`src/rtl/program_loader.sv`:
```
// program_loader: turns a framed byte stream into 16-bit big-endian memory
// writes and holds the CPU until a complete image with a good checksum is loaded.
// Frame layout: LEN_HI, LEN_LO, 2*N data bytes (hi byte then lo byte for each
// word), then one CHK byte equal to the 8-bit sum of the data bytes.
module program_loader #(
  parameter int ADDR_W = 16,
  parameter int DEPTH  = 256,
  parameter int BASE   = 0
) (
  input  logic              clk,
  input  logic              reset,
  input  logic              start,
  input  logic [7:0]        in_byte,
  input  logic              in_valid,
  output logic              in_ready,
  output logic [ADDR_W-1:0] mem_addr,
  output logic [15:0]       mem_data,
  output logic              mem_wren,
  output logic              cpu_hold,
  output logic              done,
  output logic              error,
  output logic [15:0]       words_loaded
);

  typedef enum logic [3:0] {
    S_IDLE,
    S_LEN_HI,
    S_LEN_LO,
    S_DATA_HI,
    S_DATA_LO,
    S_WRITE,
    S_CHK,
    S_DONE,
    S_ERR
  } state_t;

  // Lengths are compared in 17 bits so that a full 16-bit length can never wrap.
  localparam logic [16:0]       DEPTH_L = 17'(DEPTH);
  localparam logic [ADDR_W-1:0] BASE_A  = ADDR_W'(BASE);

  state_t      state;
  logic [7:0]  len_hi;
  logic [15:0] len;
  logic [7:0]  data_hi;
  logic [7:0]  checksum;
  logic        accept;

  // A byte moves only when the loader is ready and the source offers one.
  assign accept = in_valid && in_ready;

  // Loader FSM. All outputs are registered. in_ready is set on every transition
  // into a byte-accepting state and cleared on every transition out of one.
  always_ff @(posedge clk or negedge reset) begin
    if (!reset) begin
      state        <= S_IDLE;
      len_hi       <= 8'h00;
      len          <= 16'h0000;
      data_hi      <= 8'h00;
      checksum     <= 8'h00;
      in_ready     <= 1'b0;
      mem_addr     <= '0;
      mem_data     <= 16'h0000;
      mem_wren     <= 1'b0;
      cpu_hold     <= 1'b1;
      done         <= 1'b0;
      error        <= 1'b0;
      words_loaded <= 16'h0000;
    end else begin
      // The write strobe lasts exactly one cycle; only DATA_LO raises it again.
      mem_wren <= 1'b0;
      case (state)
        S_IDLE, S_DONE, S_ERR: begin
          if (start) begin
            state        <= S_LEN_HI;
            in_ready     <= 1'b1;
            done         <= 1'b0;
            error        <= 1'b0;
            cpu_hold     <= 1'b1;
            words_loaded <= 16'h0000;
            checksum     <= 8'h00;
          end
        end
        S_LEN_HI: begin
          if (accept) begin
            len_hi <= in_byte;
            state  <= S_LEN_LO;
          end
        end
        S_LEN_LO: begin
          if (accept) begin
            len <= {len_hi, in_byte};
            if ({len_hi, in_byte} == 16'h0000) begin
              // An empty image goes straight to the checksum byte (expected 0).
              state <= S_CHK;
            end else if ({1'b0, len_hi, in_byte} > DEPTH_L) begin
              // Oversized image is rejected before any memory is touched.
              state    <= S_ERR;
              error    <= 1'b1;
              in_ready <= 1'b0;
            end else begin
              state <= S_DATA_HI;
            end
          end
        end
        S_DATA_HI: begin
          if (accept) begin
            data_hi  <= in_byte;
            checksum <= checksum + in_byte;
            state    <= S_DATA_LO;
          end
        end
        S_DATA_LO: begin
          if (accept) begin
            // Address and data are presented together with the strobe in WRITE.
            checksum <= checksum + in_byte;
            mem_wren <= 1'b1;
            mem_addr <= BASE_A + ADDR_W'(words_loaded);
            mem_data <= {data_hi, in_byte};
            in_ready <= 1'b0;
            state    <= S_WRITE;
          end
        end
        S_WRITE: begin
          words_loaded <= words_loaded + 16'd1;
          in_ready     <= 1'b1;
          if (({1'b0, words_loaded} + 17'd1) < {1'b0, len}) begin
            state <= S_DATA_HI;
          end else begin
            state <= S_CHK;
          end
        end
        S_CHK: begin
          if (accept) begin
            in_ready <= 1'b0;
            if (in_byte == checksum) begin
              state    <= S_DONE;
              done     <= 1'b1;
              cpu_hold <= 1'b0;
            end else begin
              state    <= S_ERR;
              error    <= 1'b1;
              cpu_hold <= 1'b1;
            end
          end
        end
        default: begin
          state    <= S_IDLE;
          in_ready <= 1'b0;
        end
      endcase
    end
  end

endmodule

```
`config.mk`:
```
export PLATFORM = sky130hd
export DESIGN_NAME = program_loader
export DESIGN_NICKNAME = d
export VERILOG_FILES = /design/src/rtl/program_loader.sv
export SDC_FILE = /design/constraint.sdc
export NUM_CORES = 1
export LEC_CHECK = 0
export BUFFER_PORTS_ARGS = -buffer_cell sky130_fd_sc_hd__buf_2
export CAP_MARGIN = 10
export CELL_PAD_IN_SITES_DETAIL_PLACEMENT = 0
export CELL_PAD_IN_SITES_GLOBAL_PLACEMENT = 2
export CORE_AREA = 3 3 126 128
export CTS_CLUSTER_DIAMETER = 200
export CTS_CLUSTER_SIZE = 12
export DETAILED_ROUTE_END_ITERATION = 10
export DIE_AREA = 0 0 129 131
export GPL_TIMING_DRIVEN = 0
export PLACE_DENSITY_LB_ADDON = 0.1
export SKIP_CTS_REPAIR_TIMING = 1
export SLEW_MARGIN = 20
export SYNTH_ARGS = -nofsm -noshare
export SYNTH_HDL_FRONTEND = slang
export SYNTH_SLANG_ARGS = --single-unit
```
`constraint.sdc`:
```
create_clock -name clk -period 2.7 [get_ports clk]
set_clock_uncertainty 0.05 [all_clocks]
set_input_delay 0.27 -clock clk [delete_from_list [all_inputs] [get_ports clk]]
set_output_delay 0.27 -clock clk [all_outputs]
set_load 0.01 [all_outputs]
```
==> results of run 1 <==
==> flip-flops by register name, summed over array words and instances, names as in the netlist <==
signal,flops
checksum,8
cpu_hold,1
data_hi,8
done,1
error,1
in_ready,1
len,16
len_hi,8
mem_addr,16
mem_data,16
mem_wren,1
state,4
words_loaded,16
==> worst paths after layout <==
kind | startpoint | end | slack [ns] | cells past startpoint
max in group asynchronous | reset | cpu_hold | 1.63 | 3
max reg2reg | words_loaded[0] | state[2] | -0.06 | 11
min | in_byte[1] | data_hi[1] | 0.19 | 2
max | words_loaded[0] | state[2] | -0.06 | 11
min reg2reg | mem_data[12] | mem_data[12] | 0.42 | 2
min in group asynchronous | reset | words_loaded[12] | 0.31 | 2
==> power groups by stage <==
| stage | sequential, mW | clock [mW] | combinational, mW |
|---|---|---|---|
| floorplan | 2.21 | 0 | 0.998 |
| global placement | 2.17 | 0 | 1.54 |
| detailed placement | 2.19 | 0 | 1.56 |
| CTS | 2.16 | 1.44 | 1.57 |
| global route | 2.22 | 1.49 | 1.81 |
| finish | 2.15 | 1.38 | 1.59 |
==> cell type report <==
type	instances	area (um^2)	area share, %
Tap cell	188	235	3.87
Buffer	24	139	2.28
Timing Repair Buffer	75	434	7.14
Sequential cell	97	2440	40.1
Inverter	24	90.1	1.48
Multi-Input combinational cell	334	2430	40.0
Clock buffer	10	239	3.93
Clock inverter	6	78.8	1.30
==> metrics by stage <==
| step | cell area (um^2) | setup WS [ns] | utilization (%) | setup TNS, ns | instances |
|---|---|---|---|---|---|
| floorplan | 5000 | 0.00796 | - | 0 | 479 |
| global placement | 5550 | -0.404 | 37.1 | -0.715 | 730 |
| detailed placement | 5590 | -0.440 | 37.3 | -0.755 | 731 |
| CTS | 5900 | -0.480 | 39.4 | -0.811 | 747 |
| global route | 6080 | -0.161 | 40.6 | -0.292 | 758 |
| finish | 6080 | -0.0600 | 40.6 | -0.115 | 758 |
==> layer usage <==
metal	vias to the layer above	global-route usage, %	part of all wire [%]
met4	0	5.00	1.4
met5	-	0	0
met2	75	24.8	47
li1	1867	-	-
met3	14	2.48	3.6
met1	1852	21.7	48
==> cell usage in the layout, fill, tap and decap left out, drive strengths merged, types with 5 or more instances in the layout <==
cell type	netlist	final
dfrtp	96	96
buf	16	90
nand2	59	59
mux2	53	53
o21ai	37	37
inv	23	28
nand3	26	26
ha	23	23
nor2	19	19
clkbuf	8	18
a21oi	14	14
xor2	11	11
xnor2	10	10
nor3	9	9
o31ai	8	8
nor2b	7	7
nor4	7	7
and3	6	6
a21o	6	6
nand4	5	5
a31oi	5	5
==> cells by family (layout without fill, tap and decap cells) <==
| logic type | count (synthesis) | after routing | synth area share, % |
|---|---|---|---|
| compound gates | 84 | 84 | 10.2 |
| buf+inv | 48 | 139 | 4.18 |
| flops | 97 | 97 | 48.6 |
| fa+ha+maj | 24 | 24 | 6.16 |
| xor+xnor | 21 | 21 | 3.68 |
| mux | 56 | 56 | 12.6 |
| simple gates | 149 | 149 | 14.6 |
==> worst max-delay path, cell delays in order (launching register included) <==
cell and delay (ns):
dfrtp_2 0.42, ha_4 0.17, and4_4 0.26, nand4_1 0.16, xnor2_2 0.19, ha_1 0.31
a21o_1 0.16, a211o_1 0.29, a311oi_2 0.27, a21oi_2 0.11, o21ai_1 0.15, o211ai_1 0.09
==> impl_results.md, run 1 <==
* Outcome: finished with violations
* Failing checks: negative setup slack
* Req. time, crit path at 2.87 ns
* Die area at 16,900 um^2
* Slew HR at 50.8%
* Die extent in x at 129 um
* Num CTS Buffers at 9
* Main synth FF type: dfrtp_1
* Yosys Warn Count at 0
* Sw power at 1.72 mW
* Drc violations at 0
* Pint at 3.41 mW
* Initial DRC Count at 202
* RSZ-0062 raised after global routing: yes
* Area leader, netlist: dfrtp_1
* Num Clock Sinks at 97
* GPL Wtd Cong at 0.827
* Hpwl dp at 9.19 mm
* #FFs+latches synth at 97
* Leak at 3.06 nW
* Endpoint class of the critical path: register
* I/O Buffers at 63
* Clk_lat worst skew at 0.35 ns
* WS Path Type: reg -> reg
* Max Freq at 0.362 GHz
* Number of global-route vias before repair at 3,603
* CTS tree: yes
* Initial antenna violation count at 0
* Crit-path max FO at 5
* Routed WL at 12.8 mm
* Global route overflow at 0
* Syn Std Cell Area at 4990 um^2
* ANT cells at 0
* Starting Density at 33.4%
* Register area share after synthesis at 48.6%
* Mapped Nets at 515
* PD cells at 843 nW/um^2
* Vias at 3,808
* Combinational share of power at 31.1%
* EDFF count, synth at 0
* Sequential Power Share at 41.9%
* Tcrit/Tclk final at 102%
* Max_cap viols at 0
* CORE AREA at 15,000 um^2
* Period minus WS final at 2.76 ns
* Top cell type's share of synthesized area at 48.1%
* Final Total Pwr at 5.13 mW
* CTS max path bufs at 2
* Final hold violations at 0
* Switch share at 33.6%
* # H-tree levels at 3
* Fillers at 1,501
* Synth-to-Final Area Change at 21.8%
* Commonest cells post-synth: dfrtp_1, nand2_1, mux2_2, o21ai_0, nand3_1
* Nets@finish at 601
* Root buf cell: clkbuf_16
* Cell with the most instances after synthesis: dfrtp_1
* Mean Syn Cell Area at 10.4 um^2
* Fin worst setup slack at -0.0600 ns
* Routed WL per cell at 16.9 um
* Vias per cell at 5.02
* Netlist cell types at 49
* Syn Inst Count at 479
* Final Slew Violations at 0
* Initial DRT Pass Iterations at 4
* Top cells by area, synth: dfrtp_1, mux2_2, ha_1, nand2_1, o21ai_0
* Peak VDD IR at 0.437 mV
* Critical path arrival at 2.93 ns
* Layout cells sized above 1 at 32.1%
* Clk network pwr share at 27.0%
* HP Class: in -> reg
* Chip height at 131 um
* GRT Total Usage at 15.5%
* Final setup fails at 2
* # rows at 45
* Actual slew at the worst max-slew pin at 0.738 ns
* Final ANT Viol Nets at 0
* # IOs at 65
* Largest net degree at the start of global routing at 72
* Hold_ws at 0.191 ns
* First-pass GRT wire length at 20.1 mm
* Async set or reset register ratio after synthesis at 100%
* CP Launch Type: register
* CTS clk-pin slew, worst paths at 0.08 ns
Power figures use the tool's default switching activity.
==> run 2, diff against run 1 <==
--- a/config.mk
+++ b/config.mk
@@ -16,7 +16,6 @@
 export DIE_AREA = 0 0 129 131
 export GPL_TIMING_DRIVEN = 0
 export PLACE_DENSITY_LB_ADDON = 0.1
-export SKIP_CTS_REPAIR_TIMING = 1
 export SLEW_MARGIN = 20
 export SYNTH_ARGS = -nofsm -noshare
 export SYNTH_HDL_FRONTEND = slang
==> impl_results.md, run 2 (synthesized netlist as in run 1, its figures left out) <==
* Outcome: finished clean
* Clk_lat worst skew at 0.35 ns (about the same)
* Final setup fails at 0 (-2)
* RR Endpoint: state[0]
* Combinational share of power at 31.5% (+0.4 points)
* Reg-to-reg setup timing slack at 0.01 ns (+0.07 ns)
* CTS max path bufs at 2 (unchanged)
* Hold Startpoint: in_byte[1]
* Final Total Pwr at 5.16 mW (+0.57%)
* Routed WL per cell at 17.0 um (+0.33%)
* Nets@finish at 612 (+1.8%)
* Initial antenna violation count at 0 (unchanged)
* Actual slew at the worst max-slew pin at 0.733 ns (-0.00516 ns)
* Fillers at 1,490 (-0.73%)
* Root buf cell: clkbuf_16
* HP Class: in -> reg
* Max_cap viols at 0 (unchanged)
* Largest net degree at the start of global routing at 72 (unchanged)
* # H-tree levels at 3 (unchanged)
* Most common cell after layout, fill and taps aside: dfrtp_1
* Crit-path max FO at 5 (unchanged)
* Tcrit/Tclk final at 99.6% (-2.6 points)
* Fin worst setup slack at 0.00953 ns (+0.0695 ns)
* Num CTS Buffers at 9 (unchanged)
* Area after DPL at 5590 um^2 (unchanged)
* Clk network pwr share at 26.9% (about the same)
* # IOs at 65 (unchanged)
* Peak VDD IR at 0.437 mV (about the same)
* GRT Total Usage at 15.7% (+0.21 points)
* Number of global-route vias before repair at 3,684 (+2.2%)
* Routed WL at 13.0 mm (+1.8%)
* CORE AREA at 15,000 um^2 (unchanged)
* Layout cells sized above 1 at 34.3% (+2.1 points)
* R2R Path Start: words_loaded[8]
* Leak at 3.15 nW (+2.9%)
* Endpoint class of the critical path: register
* CP Launch Type: register
* Hold path endpoint: data_hi[1]
* Global route overflow at 0 (unchanged)
* CTS tree: yes
* Worst R2R Path Depth at 11 (unchanged)
* Die extent in x at 129 um (unchanged)
* Hpwl dp at 9.19 mm (unchanged)
* Sequential Power Share at 41.6% (-0.3 points)
* Die area at 16,900 um^2 (unchanged)
* Chip height at 131 um (unchanged)
* Vias at 3,821 (+0.34%)
* Register Area at 2440 um^2 (unchanged)
* Starting Density at 33.4% (unchanged)
* Req. time, crit path at 2.89 ns (+0.02 ns)
* Final hold violations at 0 (unchanged)
* PD cells at 831 nW/um^2 (-1.4%)
* First-pass GRT wire length at 20.4 mm (+1.4%)
* ANT cells at 0 (unchanged)
* Num Clock Sinks at 97 (unchanged)
* Post-Layout Cell Count at 769 (+1.5%)
* Final Slew Violations at 0 (unchanged)
* Drc violations at 0 (unchanged)
* WS Path Type: reg -> reg
* Multi-input logic area at 2470 um^2 (+1.7%)
* Pint at 3.42 mW (+0.50%)
* Initial DRC Count at 206 (+2.0%)
* Vias per cell at 4.97 (-1.1%)
* WHS Path Cells at 2 (unchanged)
* Slew HR at 51.1% (+0.34 points)
* Max Freq at 0.372 GHz (+2.6%)
* Pre-CTS setup slack at -0.440 ns (unchanged)
* Critical path arrival at 2.88 ns (-0.05 ns)
* I/O Buffers at 63 (unchanged)
* Period minus WS final at 2.69 ns (-0.0695 ns)
* Synth-to-Final Area Change at 24.3%
* Sw power at 1.73 mW (+0.70%)
* CTS clk-pin slew, worst paths at 0.08 ns (about the same)
* Design Area, Final at 6210 um^2 (+2.0%)
* # rows at 45 (unchanged)
* Most frequent cells in the layout: dfrtp_1, buf_2, nand2_1
* Initial DRT Pass Iterations at 4 (unchanged)
* Dpl cells at 731 (unchanged)
* RSZ-0062 raised after global routing: yes
* GPL Wtd Cong at 0.827 (unchanged)
* Hold_ws at 0.192 ns (+0.000555 ns)
* Final ANT Viol Nets at 0 (unchanged)
* Switch share at 33.6% (+0.045 points)
-- run 2: through the flow --
step                      util, %  TNS [ns]
after floorplan                 -         0
after global placement       37.1    -0.715
after detailed placement     37.3    -0.755
after CTS                    40.8   -0.0189
after global routing         41.5    -0.168
final                        41.5         0
-- run 2: power by group through the flow --
| stage | clock [mW] | combinational [mW] | sequential [mW] |
|---|---|---|---|
| global placement | 0 | 1.54 | 2.17 |
| global route | 1.49 | 1.84 | 2.21 |
| detailed placement | 0 | 1.56 | 2.19 |
| CTS | 1.44 | 1.63 | 2.15 |
| floorplan | 0 | 0.998 | 2.21 |
| finish | 1.39 | 1.62 | 2.15 |
-- run 2: routing by layer --
metal	vias up	GRT usage, %	wire length, um
met5	-	0	0
met4	0	5.44	163
met3	12	2.48	376
met2	67	25.1	6180
met1	1852	21.9	6330
li1	1890	-	-
-- run 2: worst max-delay path, stage by stage (launching register included) --
cell      delay, ns
dfrtp_1        0.36
buf_6          0.13
nand3_4        0.09
or4_4          0.58
nor3_4         0.20
xor2_1         0.10
ha_1           0.31
and3_4         0.19
o221ai_2       0.09
a21oi_2        0.18
nor3_2         0.07
a211o_1        0.23
-- run 2: worst max-delay path by stage --
stage                    startpoint       end  slack, ns  depth (start not counted)
floorplan           words_loaded[1]  state[0]      0.008                         12
finish              words_loaded[8]  state[0]       0.01                         11
detailed placement  words_loaded[1]  state[0]      -0.44                         12
global placement    words_loaded[1]  state[0]      -0.40                         12
CTS                 words_loaded[6]  state[0]      -0.02                         11
global route        words_loaded[1]  state[0]      -0.09                         12
-- run 2: cell type report --
cell class              instances  area share, %
flip-flops and latches         97           39.3
repair buffers                 86           8.32
inverters                      24           1.45
plain buffers                  24           2.24
clock inverters                 6           1.27
clock buffers                  10           3.85
multi-input cells             334           39.8
well taps                     188           3.79
-- run 2: repair_timing --
| item | CTS | global route |
|---|---|---|
| hold buffers | 1 | 0 |
| hold endpoints to repair | 26 | 0 |
| setup endpoints to repair | 2 | 2 |
| pin swaps | 8 | 8 |
| gates cloned | 0 | 0 |
| setup buffers | 11 | 10 |
| resized for setup | 30 | 4 |
